File: src/rtl/pow2_div_arbiter.sv
// pow2_div_arbiter: round-robin two-client front end for a one-stage shift/mask power-of-two divider
module pow2_div_arbiter #(
  parameter int DW = 16,
  parameter int SW = 4
) (
  input  logic          clk,
  input  logic          rst,
  input  logic          a_req,
  input  logic [DW-1:0] a_m,
  input  logic [SW-1:0] a_n,
  output logic          a_gnt,
  input  logic          b_req,
  input  logic [DW-1:0] b_m,
  input  logic [SW-1:0] b_n,
  output logic          b_gnt,
  output logic          res_valid,
  input  logic          res_ready,
  output logic [DW-1:0] res_div,
  output logic [DW-1:0] res_rem,
  output logic          res_tag
);
  typedef enum logic [1:0] {IDLE, CALC, HOLD} state_t;
  state_t state_q, state_d;
  logic last_tag_q, last_tag_d;
  logic op_tag_q, op_tag_d;
  logic [DW-1:0] op_m_q, op_m_d;
  logic [SW-1:0] op_n_q, op_n_d;
  logic res_valid_q, res_valid_d;
  logic [DW-1:0] res_div_q, res_div_d;
  logic [DW-1:0] res_rem_q, res_rem_d;
  logic res_tag_q, res_tag_d;
  logic gnt_ok;
  // grant only while the result slot is empty or being emptied; ties go to the side not served last
  always_comb begin
    gnt_ok = !rst && (state_q == IDLE || (state_q == HOLD && res_ready));
    a_gnt = gnt_ok && a_req && (!b_req || last_tag_q);
    b_gnt = gnt_ok && b_req && (!a_req || !last_tag_q);
  end
  // next state, operand capture on grant, result computed from captured operands in CALC
  always_comb begin
    state_d = (a_gnt || b_gnt) ? CALC
            : state_q == CALC ? HOLD
            : (state_q == HOLD && res_ready) ? IDLE : state_q;
    last_tag_d = (a_gnt || b_gnt) ? b_gnt : last_tag_q;
    op_tag_d = (a_gnt || b_gnt) ? b_gnt : op_tag_q;
    op_m_d = a_gnt ? a_m : b_gnt ? b_m : op_m_q;
    op_n_d = a_gnt ? a_n : b_gnt ? b_n : op_n_q;
    res_valid_d = state_q == CALC ? 1'b1 : (state_q == HOLD && res_ready) ? 1'b0 : res_valid_q;
    res_div_d = state_q == CALC ? op_m_q >> op_n_q : res_div_q;
    res_rem_d = state_q == CALC ? op_m_q & ~({DW{1'b1}} << op_n_q) : res_rem_q;
    res_tag_d = state_q == CALC ? op_tag_q : res_tag_q;
  end
  // state and result registers; reset drops any operation in flight
  always_ff @(posedge clk or posedge rst) begin
    if (rst) begin
      state_q <= IDLE;
      last_tag_q <= 1'b1;
      op_tag_q <= 1'b0;
      op_m_q <= '0;
      op_n_q <= '0;
      res_valid_q <= 1'b0;
      res_div_q <= '0;
      res_rem_q <= '0;
      res_tag_q <= 1'b0;
    end else begin
      state_q <= state_d;
      last_tag_q <= last_tag_d;
      op_tag_q <= op_tag_d;
      op_m_q <= op_m_d;
      op_n_q <= op_n_d;
      res_valid_q <= res_valid_d;
      res_div_q <= res_div_d;
      res_rem_q <= res_rem_d;
      res_tag_q <= res_tag_d;
    end
  end
  assign res_valid = res_valid_q;
  assign res_div = res_div_q;
  assign res_rem = res_rem_q;
  assign res_tag = res_tag_q;
endmodule

File: config.mk
export PLATFORM = sky130hd
export DESIGN_NAME = pow2_div_arbiter
export DESIGN_NICKNAME = d
export VERILOG_FILES = /design/src/rtl/pow2_div_arbiter.sv
export SDC_FILE = /design/constraint.sdc
export NUM_CORES = 1
export LEC_CHECK = 0
export ABC_AREA = 1
export BUFFER_PORTS_ARGS = -buffer_cell sky130_fd_sc_hd__buf_2
export CORE_MARGIN = 4
export CORE_UTILIZATION = 55
export DETAILED_ROUTE_END_ITERATION = 7
export HOLD_SLACK_MARGIN = 0.02
export PLACE_DENSITY = 0.82
export RECOVER_POWER = 25
export SLEW_MARGIN = 40
export SYNTH_ARGS = -nofsm -noshare
export SYNTH_HDL_FRONTEND = slang
export SYNTH_SLANG_ARGS = --single-unit
File: constraint.sdc
create_clock -name clk -period 3.6 [get_ports clk]
set_clock_uncertainty 0.05 [all_clocks]
set_input_delay 0.18 -clock clk [delete_from_list [all_inputs] [get_ports clk]]
set_output_delay 0.18 -clock clk [all_outputs]
set_load 0.01 [all_outputs]
==> flow_metrics.env <==
export IMPL_maxCapViolations=0
export IMPL_worst_pin_slew_ps=777.6
export IMPL_numCtsBuffers=9
export IMPL_gp_congestion=0.9591
export IMPL_status="finished clean"
export IMPL_synth_edff_count=0
export IMPL_rsz0062_at_grt="false"
export IMPL_ios=81
export IMPL_initial_core_util=0.5634
export IMPL_synth_seq_cells=57
export IMPL_drive_gt1_frac=0.2226
export IMPL_clock_fmax_ghz=0.4723
export IMPL_cts_setup_buffers=0
export IMPL_crit_required_ps=3370
export IMPL_drt_iter0_markers=248
export IMPL_grt_pass1_wl_um=14150
export IMPL_area_growth_pct=15.51
export IMPL_antenna_found_initial=0
export IMPL_critPathKind="register to output pin"
export IMPL_n_antenna_cell=0
export IMPL_grt_max_degree=58
export IMPL_r2r_setup_slack_ps=1510
export IMPL_min_period_ps=2117
export IMPL_p_leak_nw=2.255
export IMPL_syn_avg_cell_area_um2=7.224
export IMPL_finalMaxSlewViolations=0
export IMPL_final_area_um2=3830
export IMPL_fillers=535
export IMPL_rows=28
export IMPL_wl_per_cell_um=13.88
export IMPL_ctsResizeCount=0
export IMPL_die_y_um=85.65
export IMPL_cts_hold_buf=0
export IMPL_period_share=0.5882
export IMPL_crit_family="buffers and inverters"
export IMPL_routed_via_density=5.337
export IMPL_holdCritPathClass="input port to register"
export IMPL_coreArea_um2=5886
export IMPL_async_flop_share=1.000
export IMPL_cpMostUsedCell="inv_2"
export IMPL_synth_nets=504
export IMPL_cts_num_sinks=57
export IMPL_slowest_stage="dfrtp_1"
export IMPL_nNetsFinal=571
export IMPL_setup_tns_ps=0
export IMPL_cts_buffer_depth=2
export IMPL_crit_path_end_kind="output pin"
export IMPL_cp_cell_sequence="nand2_1, nand3_2, inv_2, nand2_2, inv_2, buf_2"
export IMPL_total_power_w=0.001292
export IMPL_dpl_cell_area_um2=3627
export IMPL_htree_levels=3
export IMPL_pwr_share_seq=0.496
export IMPL_swShare=0.2120
export IMPL_layout_common_cells="nand2_1, buf_2, nand3_1, dfrtp_1, inv_1"
export IMPL_grt_usage=0.2463
export IMPL_dpl_hpwl_um=6300
export IMPL_die_width_um=85.65
export IMPL_ys_flop_type="dfrtp_1"
export IMPL_finalNonFillerCells=605
export IMPL_power_internal_w=0.001018
export IMPL_finalSetupViolations=0
export IMPL_power_frac_clock=0.461
export IMPL_yosysWarnings=0
export IMPL_p_per_area_nw_per_um2=337.3
export IMPL_grt_pass1_vias=3013
export IMPL_postRouteAntennaNets=0
export IMPL_firstDrtPassIters=5
export IMPL_dieArea_um2=7335
export IMPL_syn_inst=459
export IMPL_final_common_cell="nand2_1"
export IMPL_clk_pin_slew_ps=70
export IMPL_start_kind="register"
export IMPL_slew_headroom=0.4816
export IMPL_worst_ir_drop_vdd_mv=0.1820
export IMPL_num_vias=3229
export IMPL_grt_ovfl_total=0
export IMPL_clk_latency_ps=340
export IMPL_place_port_buffers=79
export IMPL_hold_slack_ps=79.55
export IMPL_ys_seq_area_frac=0.4306
export IMPL_drcViolationCount=0
export IMPL_crit_buf_inv=3
export IMPL_hold_viol_final=0
export IMPL_crit_path_max_incr_delay_ps=400
export IMPL_p_sw_w=0.0002738
export IMPL_yosysUniqueCellTypes=27
export IMPL_clockRootBuffer="clkbuf_8"
export IMPL_crit_arrival_ps=1890
export IMPL_place_inst=590
export IMPL_cp_max_fo=21
export IMPL_cts_tree="done"
export IMPL_routed_wl_um=8399
export IMPL_pwr_share_comb=0.043
export IMPL_syn_area_um2=3316
## worst reg2reg max path, delay by kind of cell, from the launching register on
family / cells / cell delay (ps)
flops: 1 / 400
buf+inv: 2 / 270
compound gates: 1 / 260
simple gates: 2 / 1020
## sequential cells by signal, indices dropped and copies added (netlist names)
signal,cells
res_tag,1
res_div,16
res_rem,15
res_valid,1
op_n_q,4
state_q,2
op_m_q,16
last_tag_q,1
op_tag_q,1
## path summary, 6_finish.rpt
kind | start | endpoint | depth (start not counted)
min | res_ready | res_valid | 4
max | state_q[1] | a_gnt | 6
max in group asynchronous | rst | op_m_q[0] | 3
min reg2reg | res_rem[0] | res_rem[0] | 2
min in group asynchronous | rst | res_rem[2] | 3
max reg2reg | state_q[1] | res_div[13] | 5
## power groups by stage
stage | logic (W) | registers (W) | clock network, W
floorplan | 0.0000283 | 0.000652 | 0
global placement | 0.0000545 | 0.000652 | 0
detailed placement | 0.0000557 | 0.000652 | 0
CTS | 0.0000560 | 0.000641 | 0.000604
global route | 0.0000646 | 0.000640 | 0.000631
finish | 0.0000552 | 0.000641 | 0.000596
## per-layer routing
layer | GRT usage | routed length (um) | vias to the layer above
met5 | 0 | 0 | -
met4 | 0.1122 | 205 | 0
met3 | 0.04515 | 565 | 20
met2 | 0.3806 | 3806 | 145
met1 | 0.3379 | 3823 | 1473
li1 | - | - | 1591
## through the flow
stage	util	setup WS (ps)
2_1_floorplan	-	1303
3_5_place_dp	0.6163	1549
6_report	0.6507	1483
3_3_place_gp	0.6163	1622
4_1_cts	0.6494	1501
5_1_grt	0.6507	1326
## layout make-up
type / instances / area, um^2 / share of cell area
multi-input cells: 328 / 1519 / 0.3966
flip-flops and latches: 57 / 1428 / 0.3728
clock inverters: 3 / 40.04 / 0.01045
inverters: 49 / 183.9 / 0.04802
clock buffers: 12 / 155.1 / 0.04051
well taps: 75 / 93.84 / 0.02450
repair buffers: 81 / 410.4 / 0.1072
## cell families (layout without fill, tap and decap cells)
group,after synthesis,in the layout,share of synthesized area
and+or+nand+nor,297,297,0.4011
buffers and inverters,74,145,0.1136
DFF,57,57,0.4306
AOI/OAI and AO/OA,30,30,0.05358
other,1,1,0.001131
## cell usage after synthesis, types with 2 or more instances
library cell	instances	share of area
a21oi_1	4	0.0060
buf_2	9	0.014
buf_4	11	0.025
buf_6	4	0.014
dfrtp_1	56	0.42
inv_1	38	0.043
inv_2	11	0.012
nand2_1	177	0.20
nand2_2	4	0.0075
nand3_1	73	0.11
nand3_2	2	0.0060
nand3b_1	21	0.048
nand4_1	2	0.0038
nor2_1	15	0.017
o21ai_0	17	0.026
o21ai_1	2	0.0030
o31ai_1	3	0.0068
Note: power is estimated with default switching activity, not from simulation.
